[config.mk]
export PLATFORM = sky130hd
export DESIGN_NAME = dtop_misr
export DESIGN_NICKNAME = d
export VERILOG_FILES = /design/src/rtl/dtop_pkg.sv /design/src/rtl/dtop_misr.sv
export SDC_FILE = /design/constraint.sdc
export NUM_CORES = 1
export LEC_CHECK = 0
export CAP_MARGIN = 0
export CORE_MARGIN = 1.5
export CORE_UTILIZATION = 45
export DETAILED_ROUTE_END_ITERATION = 12
export PLACE_DENSITY = 0.95
export SLEW_MARGIN = 30
export SYNTH_ARGS = -nofsm -noshare
export SYNTH_HDL_FRONTEND = slang
export SYNTH_SLANG_ARGS = --single-unit
[constraint.sdc]
create_clock -name clk -period 2.95 [get_ports clk]
set_input_delay 0.885 -clock clk [delete_from_list [all_inputs] [get_ports clk]]
set_output_delay 0.885 -clock clk [all_outputs]
set_load 0.03 [all_outputs]
[src/rtl/dtop_pkg.sv]
// Shared widths, state type and MISR step for the dtop response checker.
package dtop_pkg;

  localparam int unsigned SC_W    = 37;
  localparam int unsigned CNTRL_W = 8;

  // x^37 + x^5 + x^4 + x^3 + x^2 + x + 1
  localparam logic [SC_W-1:0] MISR_POLY = 37'h3F;

  typedef enum logic [1:0] {
    IDLE    = 2'd0,
    CAPTURE = 2'd1,
    DONE    = 2'd2
  } state_e;

  // Galois-form MISR step: shift, fold the MSB back through the taps, mix in data.
  function automatic logic [SC_W-1:0] misr_next(input logic [SC_W-1:0] sig,
                                                input logic [SC_W-1:0] din);
    return {sig[SC_W-2:0], 1'b0} ^ (sig[SC_W-1] ? MISR_POLY : '0) ^ din;
  endfunction

endpackage

[src/rtl/dtop_misr.sv]
// Galois-form multiple-input signature register with synchronous seed load.
module dtop_misr
  import dtop_pkg::*;
#(
  parameter int unsigned W    = dtop_pkg::SC_W,
  parameter logic [W-1:0] POLY = W'(dtop_pkg::MISR_POLY),
  parameter logic [W-1:0] SEED = '0
) (
  input  logic         clk,
  input  logic         rst_n,
  input  logic         load,
  input  logic         enable,
  input  logic [W-1:0] data_in,
  output logic [W-1:0] sig_out
);

  logic [W-1:0] sig_d, sig_q;

  always_comb begin
    sig_d = sig_q;
    if (load) begin
      sig_d = SEED;
    end else if (enable) begin
      sig_d = {sig_q[W-2:0], 1'b0} ^ (sig_q[W-1] ? POLY : '0) ^ data_in;
    end
  end

  always_ff @(posedge clk or negedge rst_n) begin
    if (!rst_n) sig_q <= SEED;
    else        sig_q <= sig_d;
  end

  assign sig_out = sig_q;

endmodule

# Word-level counts from Yosys, hierarchy flattened
# Cells that the tools add are included.
# word_totals
regBits	37
inputBits	41
output_inout_bits	37
elab_cells	7
# op_classes
n_mux	3
bitwise	2
n_reduce_logical	1
# op_table
op	n
two-way mux 37 bit	2
XOR 37 bit	1
XOR 37 x 6 -> 37 bit	1
two-way mux 6 bit	1
nonzero test 2 bit	1

# Longest topological paths before layout
# Gate-level depths: netlist (run 1).
# depth
word_depth	5
depth_mapped	4
mapped_depth_nobuf	3

# Worst setup path after synthesis (run 1)
# No wires, ideal clock.
# synth_path
kind	input port to flip-flop
startpoint	in enable
endpoint	reg sig_q[1], in the netlist sig_out[1]
setup_time_ns	0.128
arrival_time_ns	1.425
required_ns	2.822
slack_ns	1.397
cell_stages	4
n_path_buf	1
cell_sequence	buf_4 and3b_2 mux2i_1 o21ai_0
# synth_between
elab_chain_cells	1
# synth_rtl
item	line	source
from (decl)	dtop_misr.sv:12	input logic enable,
nonzero test 2 bit (no source line)	-	
to (signal assigned)	dtop_misr.sv:30	else sig_q <= sig_d;
to (decl)	dtop_misr.sv:17	logic [W-1:0] sig_d, sig_q;
# No other way between the ends.
# A chain may end at the register's enable or synchronous reset.

# Final worst setup path (run 1)
# layout_path
startpoint	reg sig_q[36], in the netlist sig_out[36]
endpoint	out sig_out[36]
# layout_rtl
item	line	source
to (decl)	dtop_misr.sv:14	output logic [W-1:0] sig_out
# No word-level cell between the ends.

==> results of run 1 <==
how the worst max path moves through the flow:
stage,startpoint,end,slack (ns)
floorplan,enable,sig_out[1],1.40
global placement,load,sig_out[1],0.72
detailed placement,load,sig_out[4],0.67
CTS,sig_out[36],sig_out[36],0.55
global route,sig_out[36],sig_out[36],0.50
finish,sig_out[36],sig_out[36],0.58
Yosys cell counts:
| master | instances |
|---|---|
| xnor2_1 | 36 |
| dfrtp_1 | 37 |
| mux2i_1 | 5 |
| clkbuf_1 | 2 |
| nand2b_1 | 4 |
| buf_4 | 1 |
| nor3b_2 | 1 |
| buf_6 | 2 |
| buf_2 | 7 |
| and3b_2 | 1 |
| nor2_1 | 33 |
| o21ai_0 | 4 |
| a211oi_1 | 32 |
| xor3_1 | 1 |
report_power, final:
group | leakage [nW] | internal, mW | switching (mW)
sequential | 0.482 | 0.551 | 0.0449
clock | 0.0542 | 0.211 | 0.164
combinational | 0.540 | 0.198 | 0.194
total | 1.08 | 0.960 | 0.402
per-stage QoR:
| step | instance area [um2] | setup WS [ns] | util (%) | hold WS [ns] | cells |
|---|---|---|---|---|---|
| detailed placement | 2597 | 0.6650 | 68.88 | 0.5759 | 283 |
| CTS | 2699 | 0.5530 | 71.57 | 0.5866 | 291 |
| global placement | 2597 | 0.7174 | 68.88 | 0.5589 | 283 |
| finish | 2699 | 0.5765 | 71.57 | 0.5775 | 291 |
| global route | 2699 | 0.5047 | 71.57 | 0.6173 | 291 |
| floorplan | 1819 | 1.397 | - | 0.5894 | 166 |
layer usage:
metal | global-route usage (%) | part of all wire, % | up-vias
met5 | 0 | 0 | -
met4 | 3.571 | 0.48 | 0
met3 | 5.912 | 6.9 | 2
met2 | 33.13 | 47 | 54
met1 | 25.85 | 45 | 656
li1 | - | - | 721
cell families (layout without fill, tap and decap cells):
family                 Yosys count  count (layout)  share of synthesized area, %
AO/OA/AOI/OAI                   36              36                         14.31
XOR/XNOR                        37              37                         18.64
flip-flops                      37              37                         50.89
buffers and inverters           12              89                         3.989
AND/OR/NAND/NOR                 39              39                         9.422
multiplexers                     5               5                         2.751
final cells by class:
class                   instances  area, um2  area share [%]
repair buffers                 81      790.8           29.30
clock inverters                 1      5.005          0.1854
clock buffers                   7      96.34           3.570
well taps                      48      60.06           2.225
multi-input cells             117      820.8           30.41
flip-flops and latches         37      925.9           34.31
==> flow_summary_export.csv, run 1 <==
group,metric,value,unit
outcome,status,"completed",
run,maxCapViolCount,0,
critical_path,crit_fanout,6,
logic_synthesis,synth_nets,207,
routing,wl_per_cell,13.63,um
timing,rsz0062_at_grt,"false",
hold_path,worst_hold_path.num_cells,2,
floorplan,coreArea,3771,um2
timing,skew,0.002398,ns
cts,ctsRootBufferMaster,"clkbuf_8",
global_route,grt_max_degree,40,
critical_path,rrSetupSlack,1.79,ns
logic_synthesis,synth_top_area_share,50.89,%
power_and_ir_drop,p_leak,1.076,nW
timing,fin_crit_sh,80.46,%
logic_synthesis,ys_types,14,
critical_path,cp-end-kind,"output port",
floorplan,placement_rows,22,
floorplan,start_util,48.24,%
cts,cts_resized,0,
cells_and_area,finalNetCount,283,
critical_path,worst_r2r_startpoint,"sig_out[36]",
place,place_congestion,0.7309,
logic_synthesis,synth_area_leader_cell,"dfrtp_1",
critical_path,cp.arrival,1.49,ns
logic_synthesis,syn_avg_cell_area,10.96,um2
cts,insertion_delay,0.28,ns
place,io_buffers,77,
hold_path,holdPathEnd,"sig_out[3]",
logic_synthesis,synth_warnings,0,
timing,slew_headroom,47.54,%
cells_and_area,drive_gt1_share,6.584,%
critical_path,startpoint_type,"register",
floorplan,fp.dieH,66.58,um
cts,cts_setup_buffers,0,
critical_path,critPathKind,"register to output port",
cells_and_area,fillers,304,
cts,path_clk_slew,0.07,ns
cts,clock_path_buffers,2,
critical_path,slowest_delay,0.72,ns
timing,max_freq,421.3,MHz
cells_and_area,layout_commonest_cell,"clkdlybuf4s50_1",
place,dp_hpwl,2959,um
cts,cts.sinks,37,
routing,routed_wl,3965,um
routing,vias_per_cell,4.924,
global_route,antenna_found_initial,0,
logic_synthesis,post_synth_instance_area,1819,um2
global_route,grt_first_pass_wirelength,6693,um
critical_path,worst-path-buf-inv,1,
routing,drtIter0Drc,50,
cells_and_area,syn_to_final_growth,48.35,%
floorplan,ios,78,
critical_path,worstPathRequired,2.07,ns
logic_synthesis,synth_top_cells_by_area,"dfrtp_1, xnor2_1, a211oi_1",
power_and_ir_drop,powerDensity,504.7,nW/um2
global_route,grt_usage,19.86,%
critical_path,crit_family,"buffers and inverters",
timing,tightest_slew,0.7869,ns
critical_path,crit_path_cell_trace,"clkdlybuf4s50_1",
timing,maxSlewViolCount,0,
timing,tns,0,ns
timing,layout_min_cycle_time,2.373,ns
global_route,grt-ovfl-total,0,
logic_synthesis,synth_cells,166,
critical_path,crit_path_top_delay_cell,"clkdlybuf4s50_1",
timing,hold_viol_final,0,
global_route,grt_pass1_vias,1426,
cts,cts_max_level,2,
logic_synthesis,yosysSeqAreaShare,50.89,%
routing,ant_nets,0,
cells_and_area,layout_common_cells,"clkdlybuf4s50_1, dfrtp_1, xnor2_1",
logic_synthesis,synth-seq-cells,37,
routing,drc,0,
timing,setup_viol,0,
cts,hold_buffers,0,
power_and_ir_drop,irDropWorstVdd,0.0002449,V
cells_and_area,antenna_cells,0,
power_and_ir_drop,power,1.362,mW
floorplan,die_w,66.58,um
critical_path,reg2reg_depth,3,
cts,cts_tree,"done",
critical_path,crit_cells,1,
hold_path,hold_start,"sig_out[3]",
routing,dr.pass1.iters,4,
critical_path,reg2reg_to,"sig_out[5]",
cts,cts-buffers-inserted,5,
hold_path,min_path_type,"register to register",
routing,vias,1433,
floorplan,die-area,4433,um2
cells_and_area,largest_reg_flops,37,
Power figures use the tool's default switching activity.
==> inputs of run 2 (changes only) <==
Settings changed: CORE_UTILIZATION 45 to 38, PLACE_DENSITY 0.95 to 0.87.
Clock period 2.95 ns to 1.95 ns, I/O delays scaled along.
==> flow_summary_export.csv, run 2 (same netlist as run 1, synthesis figures left out) <==
group,metric,value,unit
outcome,status,"completed",
cts,cts_max_level,2,
critical_path,crit_path_top_delay_cell,"clkdlybuf4s50_1",
timing,maxSlewViolCount,0,
timing,layout_min_cycle_time,1.901,ns
floorplan,coreArea,4474,um2
critical_path,worst-path-buf-inv,1,
routing,met2WireLength,1753,um
floorplan,fp.dieH,72.19,um
cells_and_area,antenna_cells,0,
cts,insertion_delay,0.28,ns
timing,skew,0.001448,ns
routing,topRoutingLayerUsed,"met4",
power_and_ir_drop,netSwitchingPower,0.6105,mW
cts,hold_buffers,0,
hold_path,min_path_type,"input port to async pin",
cells_and_area,fillers,386,
timing,fin_ws,0.04893,ns
routing,drc,0,
global_route,grt_usage,16.14,%
critical_path,crit_fanout,2,
floorplan,placement_rows,24,
floorplan,start_util,40.66,%
cts,clock_path_buffers,2,
critical_path,critPathKind,"register to output port",
place,dp.cells,289,
critical_path,slowest_delay,0.67,ns
routing,dr.pass1.iters,4,
timing,hold_viol_final,0,
routing,ant_nets,0,
global_route,grt-ovfl-total,0,
cells_and_area,finalNetCount,285,
floorplan,ios,78,
floorplan,die_w,72.19,um
place,preCtsSetupSlack,0.1878,ns
critical_path,cp.arrival,1.32,ns
power_and_ir_drop,pwr-share-clk,25.9,%
run,maxCapViolCount,0,
cts,cts-buffers-inserted,5,
place,io_buffers,77,
routing,vias_per_cell,4.842,
routing,vias,1438,
critical_path,crit_family,"buffers and inverters",
power_and_ir_drop,powerDensity,725.4,nW/um2
cts,cts_tree,"done",
cts,ctsRootBufferMaster,"clkbuf_8",
critical_path,cp-end-kind,"output port",
cts,cts.sinks,37,
routing,routed_wl,3933,um
timing,tightest_slew,0.4016,ns
timing,fin_crit_sh,97.49,%
power_and_ir_drop,combPwrFrac,28.8,%
timing,rsz0062_at_grt,"false",
cells_and_area,layout_common_cells,"clkdlybuf4s50_1, dfrtp_1, xnor2_1",
cells_and_area,layout_commonest_cell,"clkdlybuf4s50_1",
routing,wl_per_cell,13.24,um
cells_and_area,largest_reg_flops,37,
place,placed_cell_area,2630,um2
timing,hold_ws,0.2168,ns
cells_and_area,fin_util,60.74,%
floorplan,die-area,5211,um2
cts,path_clk_slew,0.07,ns
cells_and_area,syn_to_final_growth,49.38,%
timing,slew_headroom,73.23,%
power_and_ir_drop,irDropWorstVdd,0.0004214,V
timing,setup_viol,0,
timing,max_freq,526.0,MHz
critical_path,startpoint_type,"register",
global_route,antenna_found_initial,0,
power_and_ir_drop,p_leak,1.351,nW
cts,cts_setup_buffers,0,
place,place_congestion,0.7028,
power_and_ir_drop,p_seq_share,45.3,%
cells_and_area,drive_gt1_share,6.122,%
global_route,grt_pass1_vias,1421,
routing,dr_wl_met3,358,um
critical_path,worstPathRequired,1.36,ns
power_and_ir_drop,internal_power,1.361,mW
global_route,grt_first_pass_wirelength,6513,um
global_route,grt_max_degree,47,
routing,drtIter0Drc,63,
power_and_ir_drop,swShare,30.97,%
place,dp_hpwl,2881,um
cells_and_area,final_area,2718,um2
cells_and_area,stdcell_count,297,
routing,wl_met1,1804,um
critical_path,crit_path_cell_trace,"clkdlybuf4s50_1",
power_and_ir_drop,power,1.971,mW
timing,tns,0,ns
==> run 2: changes by cell type in the layout (fill, tap and decap cells not counted), sizes merged <==
| cell | delta |
|---|---|
| buf | +2 |
| dlygate4sd2 | +22 |
| clkbuf | +1 |
| dlymetal6s2s | +14 |
| clkdlybuf4s50 | -36 |
| clkinv | -1 |
==> run 2: repair_timing <==
action,CTS,global route
endpoints found under the setup margin,22,14
resized for setup,22,14
pin swaps,0,0
==> run 2: worst paths after layout <==
path	start	to	slack (ns)	depth (start not counted)
worst max register to register	sig_out[36]	sig_out[5]	0.76	4
max in group asynchronous	rst_n	sig_out[7]	1.12	2
min in group clk	sig_out[4]	sig_out[4]	0.59	2
worst min-delay path	rst_n	sig_out[25]	0.22	1
worst max-delay path	sig_out[36]	sig_out[36]	0.05	1
worst min register to register	sig_out[4]	sig_out[4]	0.59	2
==> run 2: worst register-to-register path, cell delays in order, from the launching register on <==
cell and delay, ns:
dfrtp_1 0.39, buf_4 0.16, xor3_1 0.34, mux2i_1 0.14, nor2_1 0.05
==> run 2: layer usage <==
layer  track usage (%)  up-vias
met5                 0        -
met1             21.26      656
met2             24.69       58
met4             6.918        0
li1                  -      722
met3             5.000        2
==> run 2: layout make-up <==
type / count / area [um2] / area share, %
flip-flops and latches: 37 / 925.9 / 34.07
repair buffers: 83 / 825.8 / 30.39
multi-input cells: 117 / 820.8 / 30.20
clock buffers: 8 / 80.08 / 2.947
well taps: 52 / 65.06 / 2.394
==> run 2: power groups by stage <==
stage               registers [mW]  clock network, mW  logic [mW]
floorplan                     1.04                  0       0.202
global placement             0.910                  0       0.596
detailed placement           0.910                  0       0.605
CTS                          0.896              0.521       0.579
global route                 0.905              0.565       0.611
finish                       0.894              0.510       0.568
